<file path="config.mk">
export PLATFORM = sky130hd
export DESIGN_NAME = sseg_scan_driver
export DESIGN_NICKNAME = d
export VERILOG_FILES = /design/src/rtl/sseg_pkg.sv /design/src/rtl/seg_hex_decode.sv /design/src/rtl/sseg_scan_driver.sv
export SDC_FILE = /design/constraint.sdc
export NUM_CORES = 1
export LEC_CHECK = 0
export ABC_AREA = 1
export ABC_CLOCK_PERIOD_IN_PS = 5110
export CORE_MARGIN = 4
export CORE_UTILIZATION = 45
export DETAILED_ROUTE_END_ITERATION = 7
export GPL_ROUTABILITY_DRIVEN = 0
export GPL_TIMING_DRIVEN = 0
export MAX_ROUTING_LAYER = met4
export PLACE_DENSITY_LB_ADDON = 0.05
export SKIP_LAST_GASP = 1
export SLEW_MARGIN = 20
export SYNTH_ARGS = -nofsm -noshare
export SYNTH_HDL_FRONTEND = slang
export SYNTH_HIERARCHICAL = 1
export SYNTH_SLANG_ARGS = --single-unit
export TNS_END_PERCENT = 50
</file>
<file path="constraint.sdc">
create_clock -name clk -period 5.11 [get_ports clk]
set_input_delay 0.511 -clock clk [delete_from_list [all_inputs] [get_ports clk]]
set_output_delay 0.511 -clock clk [all_outputs]
set_load 0.02 [all_outputs]
</file>
<file path="src/rtl/sseg_pkg.sv">
// Shared constants for the seven-segment drivers: glyph table, blank pattern,
// DP bit position and the scan FSM state encoding.
package sseg_pkg;

    localparam logic [7:0] SEG_OFF = 8'h00;
    localparam int         DP_BIT  = 7;

    // Index n holds the g..a pattern for hex digit n; entry 15 is listed first.
    localparam logic [15:0][6:0] GLYPH_TABLE = {
        7'h71, 7'h79, 7'h5E, 7'h39, 7'h7C, 7'h77, 7'h6F, 7'h7F,
        7'h07, 7'h7D, 7'h6D, 7'h66, 7'h4F, 7'h5B, 7'h06, 7'h3F
    };

    localparam logic [1:0] ST_IDLE_ENC = 2'd0;
    localparam logic [1:0] ST_SCAN_ENC = 2'd1;
    localparam logic [1:0] ST_GAP_ENC  = 2'd2;

    typedef enum logic [1:0] {
        ST_IDLE = ST_IDLE_ENC,
        ST_SCAN = ST_SCAN_ENC,
        ST_GAP  = ST_GAP_ENC
    } scan_state_t;

endpackage

</file>
<file path="src/rtl/seg_hex_decode.sv">
// Combinational hex nibble to seven-segment glyph (g..a, 1 = lit).
module seg_hex_decode
    import sseg_pkg::*;
(
    input  logic [3:0] nibble,
    output logic [6:0] segs
);

    assign segs = GLYPH_TABLE[nibble];

endmodule

</file>
<file path="src/rtl/sseg_scan_driver.sv">
// Time-multiplexed N-digit seven-segment scanner with a shadow register that
// commits only at frame wrap, so a frame never shows a mix of old and new data.
module sseg_scan_driver
    import sseg_pkg::*;
#(
    parameter int NUM_DIGITS    = 4,
    parameter int REFRESH_DIV   = 100000,
    parameter int ANODE_ACT_LOW = 1
) (
    input  logic                            clk,
    input  logic                            rst,
    input  logic                            enable,
    input  logic                            load,
    input  logic [4*NUM_DIGITS-1:0]         value,
    input  logic [NUM_DIGITS-1:0]           dp_mask,
    input  logic                            blank_leading,
    output logic [7:0]                      cathode,
    output logic [NUM_DIGITS-1:0]           anode,
    output logic [$clog2(NUM_DIGITS)-1:0]   digit_idx,
    output logic                            pending,
    output logic                            frame_done,
    output scan_state_t                     dbg_state
);

    localparam int IDX_W = $clog2(NUM_DIGITS);
    localparam int PRE_W = $clog2(REFRESH_DIV);
    localparam logic [IDX_W-1:0] LAST_IDX = IDX_W'(NUM_DIGITS - 1);
    localparam logic [PRE_W-1:0] PRE_TC   = PRE_W'(REFRESH_DIV - 1);
    localparam logic [NUM_DIGITS-1:0] ANODE_OFF =
        (ANODE_ACT_LOW != 0) ? {NUM_DIGITS{1'b1}} : {NUM_DIGITS{1'b0}};

    scan_state_t state, state_nxt;
    logic [PRE_W-1:0]        prescaler;
    logic [4*NUM_DIGITS-1:0] shadow_val, disp_val, upper;
    logic [NUM_DIGITS-1:0]   shadow_dp, disp_dp, onehot, lit_anode;
    logic [7:0]              lit_cathode;
    logic [6:0]              segs;
    logic                    wrap, commit, blank, scan_lit;

    assign dbg_state = state;

    always_comb begin
        state_nxt = state;
        if (!enable) begin
            state_nxt = ST_IDLE;
        end else begin
            case (state)
                ST_IDLE: state_nxt = ST_SCAN;
                ST_SCAN: if (prescaler == PRE_TC) state_nxt = ST_GAP;
                ST_GAP:  state_nxt = ST_SCAN;
                default: state_nxt = ST_IDLE;
            endcase
        end
    end

    always_ff @(posedge clk or posedge rst) begin
        if (rst) begin
            state     <= ST_IDLE;
            prescaler <= '0;
            digit_idx <= '0;
        end else begin
            state     <= state_nxt;
            prescaler <= (state == ST_SCAN && state_nxt == ST_SCAN) ? prescaler + 1'b1 : '0;
            if (!enable || state == ST_IDLE)
                digit_idx <= '0;
            else if (state == ST_GAP)
                digit_idx <= (digit_idx == LAST_IDX) ? '0 : digit_idx + 1'b1;
        end
    end

    // In IDLE nothing is on screen, so a pending load may land at once.
    assign wrap   = enable && state == ST_GAP && digit_idx == LAST_IDX;
    assign commit = pending && (state == ST_IDLE || wrap);

    always_ff @(posedge clk or posedge rst) begin
        if (rst) begin
            shadow_val <= '0;
            shadow_dp  <= '0;
            disp_val   <= '0;
            disp_dp    <= '0;
            pending    <= 1'b0;
            frame_done <= 1'b0;
        end else begin
            frame_done <= wrap;
            if (commit) begin
                disp_val <= shadow_val;
                disp_dp  <= shadow_dp;
            end
            if (load) begin
                shadow_val <= value;
                shadow_dp  <= dp_mask;
                pending    <= 1'b1;
            end else if (commit) begin
                pending <= 1'b0;
            end
        end
    end

    // A digit is a leading zero when it and every nibble above it are zero.
    assign upper = disp_val >> {digit_idx, 2'b00};
    assign blank = blank_leading && (digit_idx != '0) && (upper == '0);

    seg_hex_decode u_dec (
        .nibble (upper[3:0]),
        .segs   (segs)
    );

    always_comb begin
        lit_cathode         = SEG_OFF;
        lit_cathode[6:0]    = blank ? 7'h00 : segs;
        lit_cathode[DP_BIT] = disp_dp[digit_idx];
    end

    assign onehot    = NUM_DIGITS'(1) << digit_idx;
    assign lit_anode = (ANODE_ACT_LOW != 0) ? ~onehot : onehot;
    assign scan_lit  = enable && state == ST_SCAN;

    always_ff @(posedge clk or posedge rst) begin
        if (rst) begin
            anode   <= ANODE_OFF;
            cathode <= SEG_OFF;
        end else begin
            anode   <= scan_lit ? lit_anode : ANODE_OFF;
            cathode <= scan_lit ? lit_cathode : SEG_OFF;
        end
    end

endmodule

</file>
* Word level (Yosys, flattened, before mapping)
Memory sizes are Yosys's and may differ from the RTL's.
Cells that the tools add are included.
** Word-level totals
- Bits in registers :: 75
- Bits in latches :: 0
- RAM bits :: 0
- Bits in read-only memories :: 112
- Input port bits :: 25
- Output and inout bits :: 18
- Word-level logic and storage cells :: 55
- Memories kept :: 1
** Memories
- (name not given) :: depth 16, width 7, rd ports 1, clocked after Yosys merged registers in 0, write ports 0, line seg_hex_decode.sv:9 : assign segs = GLYPH_TABLE[nibble];
** Cells by class
- $add $sub $neg :: 2
- Multipliers :: 0
- Divide/modulo/power cells :: 0
- $lt $le $gt $ge :: 2
- Equal/unequal tests :: 5
- Shift operators :: 2
- Multiplexer cells :: 15
- Bitwise gates (word level) :: 1
- Reductions and logical operators :: 16
** Operators by type and width (number)
- 17-bit by 1-bit adder with 17-bit output (second input constant) :: 1
- 17-bit equality test (second input constant) :: 1
- 17-bit 2-to-1 mux :: 1
- 16-bit logical NOT :: 1
- 16-bit by 4-bit >> shifter with 16-bit output :: 1
- 7-bit 2-to-1 mux :: 2
- 2-bit 2-to-1 mux :: 5
- 8-bit 2-to-1 mux :: 1
- 1-bit logical AND :: 7
- 2-bit nonzero test :: 3
- 4-bit by 5-bit less-than comparator with 1-bit output (second input constant) :: 1
- 2-bit by 1-bit equality test with 1-bit output (second input constant) :: 2
- 2-bit equality test (second input constant) :: 2
- 4-bit 2-to-1 mux :: 1
- 4-bit inverter :: 1
- 2-bit one-hot mux with 2 select lines :: 1
- 1-bit by 2-bit << shifter with 4-bit output (first input constant) :: 1
- 2-bit by 3-bit less-than comparator with 1-bit output (second input constant) :: 1
- 1-bit 2-to-1 mux :: 3
- 2-bit by 1-bit adder with 2-bit output (second input constant) :: 1
- 1-bit binary-select mux with 2-bit select :: 1
- 2-bit logical NOT :: 1
- 1-bit logical OR :: 2
- 2-bit OR reduction :: 1
- 1-bit logical NOT :: 1

* Longest topological paths before layout
- Depth after elaboration :: 7
- Depth in mapped cells :: 14

* Cells and area by module
Netlist, hierarchy kept.
** Modules (own cells, without submodules)
- sseg_scan_driver :: times used 1, cells each 400, area an instance 3400.8 sq um, seq. area each 1881.8 sq um
- seg_hex_decode :: times used 1, cells each 53, area an instance 307.8 sq um, seq. area each 0.0 sq um

* Worst setup path before layout
OpenSTA, ideal clock, no wires.
- Path type :: reg-to-reg
- Start point :: register digit_idx[0]
- End point :: register cathode[3]
- Setup time :: 0.135 ns
- Data arrival time :: 1.736 ns
- Slack :: 3.238 ns
- Cell stages (with the launch flop) :: 14
- Path buffers :: 1
- Cell sequence :: dfrtp_1 -> buf_4 -> nand2_1 -> nand3_1 -> nand2_1 -> inv_1 -> inv_1 -> ha_1 -> nand2_2 -> nand2_2 -> nor2_1 -> nor2_1 -> nand2_1 -> a21oi_1
** Between the ends
- Word-level cells in the longest chain between the ends :: 5
** Ends and longest elaborated chain
- start, declared :: line sseg_scan_driver.sv:19 : output logic [$clog2(NUM_DIGITS)-1:0] digit_idx,
- start signal, assigned :: line sseg_scan_driver.sv:67 : digit_idx <= (digit_idx == LAST_IDX) ? '0 : digit_idx + 1'b1;
- 16-bit by 4-bit >> shifter with 16-bit output :: line sseg_scan_driver.sv:100 : assign upper = disp_val >> {digit_idx, 2'b00};
- net upper[1] :: line sseg_scan_driver.sv:34 : logic [4*NUM_DIGITS-1:0] shadow_val, disp_val, upper;
- memory 16 x 7 bit
- 7-bit 2-to-1 mux (implied by the code) :: line seg_hex_decode.sv:9
- net segs[3] :: line sseg_scan_driver.sv:37 : logic [6:0] segs;
- 7-bit 2-to-1 mux :: line sseg_scan_driver.sv:110 : lit_cathode[6:0] = blank ? 7'h00 : segs;
- 8-bit 2-to-1 mux :: line sseg_scan_driver.sv:124 : cathode <= scan_lit ? lit_cathode : SEG_OFF;
- end signal, assigned :: line sseg_scan_driver.sv:124
- end, declared :: line sseg_scan_driver.sv:17 : output logic [7:0] cathode,
The timed path passes the listed nets, and every way through them passes these cells. The select of a mux whose other input is x is not followed.
A chain may end at the register's enable or synchronous reset.

* Worst setup path in the final report
- Start point :: register digit_idx[1]
- End point :: output port digit_idx[1]
No word-level cell between the ends.

==> summary.md <==
| Metric | Value |
|---|---|
| Outcome | `complete, no violations` |
| Postcts setup bufs | `0` |
| Number of remaining DRC errors | `0` |
| Worst setup EP type | `output pin` |
| Post-DRT Antenna Nets | `0` |
| Count leader, synth | `nand2_1` |
| Clock power frac | `0.331` |
| Mapped Area | `0.00371 mm^2` |
| Initial antenna violation count | `0` |
| Reg power frac | `0.486` |
| Row count | `32` |
| Fin nets | `544` |
| Final setup fails | `0` |
| Largest net degree at the start of global routing | `58` |
| Arrival @ worst endpoint | `1.58 ns` |
| DP Worst Slack | `3.06 ns` |
| Fmax | `477 MHz` |
| Cts repair resizes | `0` |
| Top Family by Delay on Critical Path | `buffers and inverters` |
| #FFs+latches synth | `75` |
| TritonCTS clock tree | `yes` |
| Setup ws final | `3.01 ns` |
| Drt pass-1 iters | `4` |
| Port bufs | `42` |
| Vias per cell | `4.80` |
| Core area | `0.00789 mm^2` |
| Biggest area consumer among synthesized cells | `dfrtp_1` |
| WS Path Type | `flop to output pin` |
| Final critical-path share of the clock period | `0.410` |
| Final Slew Violations | `0` |
| Relative slew margins | `0.632` |
| Largest cells by area after synthesis | `dfrtp_1, nand2_1, o21ai_0` |
| Sw Ratio | `0.289` |
| Dpl hpwl | `5.51 mm` |
| CP Depth | `1` |
| Clk buf depth | `2` |
| Multi-input gate area | `0.00151 mm^2` |
| WL final | `7.44 mm` |
| RSZ-0062 raised after global routing | `no` |
| Post-CTS Hold Fix Bufs | `0` |
| Total power after layout | `1.40 mW` |
| First-pass GRT wire length | `12.8 mm` |
| Die H | `98.8 um` |
| CTS H-tree lvls | `3` |
| Syn Inst Count | `453` |
| Yosys Warn Count | `6` |
| Slew @ Worst Pin | `0.549 ns` |
| Chip width | `98.8 um` |
| Max incr delay on CP | `0.68 ns` |
| Root buffer cell | `clkbuf_8` |
| Ys flop type | `dfrtp_1` |
| Area Growth Syn to Fin | `21.1%` |
| Sequential-to-total area share from yosys stat | `0.507` |
| Crit-path max FO | `9` |
| Wire length per cell | `12.1 um` |
| Switching pwr | `403 uW` |
| Starting density of the core | `0.470` |
| Syn Nets | `490` |
| Vias | `2,950` |
| Final min period | `2.10 ns` |
| Grt ovf | `0` |
| Synthesized area per cell | `8.19 um^2` |
| Die footprint | `0.00976 mm^2` |
| Synth top cells by count | `nand2_1, dfrtp_1, inv_1, nor2_1, o21ai_0` |
| Post-synth ARST share | `1.00` |
| Max-cap violations | `0` |
| GRT Util Overall | `0.165` |
| Layout cell share with drive strength beyond 1 | `0.115` |
| Worst IR Drop VDD | `0.161 mV` |
| Lkg Pwr | `2.08 nW` |
| Vias in the first global route | `2,778` |
| CTS Sinks | `75` |
| Max Clock Skew | `0.0105 ns` |
| Power Density | `311 mW/mm^2` |
| Clk Latency, worst-skew pair | `0.34 ns` |
| Final Util | `0.569` |
| Number of DRC markers in iteration 0 | `82` |
| Synth cell types | `34` |
| Int Pwr | `993 uW` |
| WP data required | `4.60 ns` |
| Post-synth EDFFs | `0` |
| Clk slew on worst S/H paths | `0.08 ns` |
| Slowest stage cell, crit path | `clkdlybuf4s50_1` |
| Combinational cell fraction of total power | `0.183` |
| Post-Route Setup TNS | `0 ns` |
| Area fraction of the dominant cell type after synthesis | `0.479` |
| Register area | `0.00188 mm^2` |
| Worst reg2reg path depth | `14` |
| Cts bufs inserted | `9` |
| Endpoints failing hold | `0` |
| # diodes | `0` |
| Fill cells | `750` |
| Top-Level Pins | `43` |
| CP Buf/Inv Count | `1` |
| Startpoint Class | `flop` |
| Worst Hold Class | `input port to async pin` |
| Cells along the critical path | `clkdlybuf4s50_1` |
[worst register-to-register path, delay by kind of cell (launching register included)]
kind / cells / cell delay, ns
flip-flops: 1 / 0.48
AND/OR/NAND/NOR: 8 / 0.55
adder cells (fa/ha/maj): 1 / 0.30
AO/OA/AOI/OAI: 1 / 0.12
buffers and inverters: 4 / 0.56
[per-layer routing]
| layer | vias up | GRT usage | routed length [um] |
|---|---|---|---|
| met4 | 0 | 0.0609 | 84 |
| met1 | 1356 | 0.217 | 3570 |
| met3 | 8 | 0.0276 | 266 |
| met2 | 62 | 0.259 | 3520 |
| met5 | - | - | 0 |
| li1 | 1524 | - | - |
[placed cells by master, fill, tap and decap left out, drive strengths merged]
master	n
a21o	1
a21oi	14
and2	1
and3	1
buf	10
bufinv	1
clkbuf	15
clkdlybuf4s50	42
clkinv	5
clkinvlp	1
dfrtp	71
dfstp	4
ha	12
inv	56
nand2	134
nand3	24
nand4	3
nor2	54
nor3	9
o21a	1
o21ai	45
o22ai	2
xor2	6
[worst paths after layout]
| path | start | end | slack [ns] |
|---|---|---|---|
| hold reg to reg | prescaler[0]$_DFF_PP0_ | prescaler[0]$_DFF_PP0_ | 0.47 |
| hold / removal | rst | prescaler[15]$_DFF_PP0_ | 0.46 |
| min in group clk | prescaler[0]$_DFF_PP0_ | prescaler[0]$_DFF_PP0_ | 0.47 |
| setup reg to reg | digit_idx[0]$_DFFE_PP0P_ | cathode[3]$_DFF_PP0_ | 3.03 |
| max in group asynchronous | rst | anode[2]$_DFF_PP1_ | 4.04 |
| setup / recovery | digit_idx[1]$_DFFE_PP0P_ | digit_idx[1] | 3.01 |
[final cells by class]
cell class / count / area share
plain buffers: 14 / 0.0220
multi-input cells: 307 / 0.335
clock inverters: 6 / 0.0145
flip-flops and latches: 75 / 0.419
inverters: 57 / 0.0502
well taps: 102 / 0.0284
clock buffers: 10 / 0.0307
repair buffers: 43 / 0.0998
[sequential cells by signal, indices dropped and copies added (netlist names)]
signal	cells
digit_idx	2
shadow_dp	4
disp_dp	4
frame_done	1
cathode	8
anode	4
disp_val	16
dbg_state	2
shadow_val	16
pending	1
prescaler	17
[power groups by stage]
stage	logic, mW	registers [mW]	clock network, mW
CTS	0.260	0.679	0.476
global route	0.294	0.685	0.500
detailed placement	0.258	0.690	0
floorplan	0.167	0.694	0
finish	0.256	0.678	0.462
global placement	0.252	0.689	0
[cell families after synthesis]
logic type,synth area share
AO/OA/AOI/OAI,0.0891
XOR/XNOR,0.0142
adder cells (fa/ha/maj),0.0405
buffers and inverters,0.0867
flip-flops,0.507
AND/OR/NAND/NOR,0.262
[through the flow]
| stage | instances | area, um^2 | hold slack, ns |
|---|---|---|---|
| finish | 614 | 4490 | 0.459 |
| global route | 614 | 4490 | 0.483 |
| CTS | 614 | 4490 | 0.451 |
| detailed placement | 598 | 4290 | 0.465 |
| global placement | 597 | 4260 | 0.451 |
| floorplan | 453 | 3710 | 0.430 |
No activity file was read; power rests on OpenSTA's default activity.
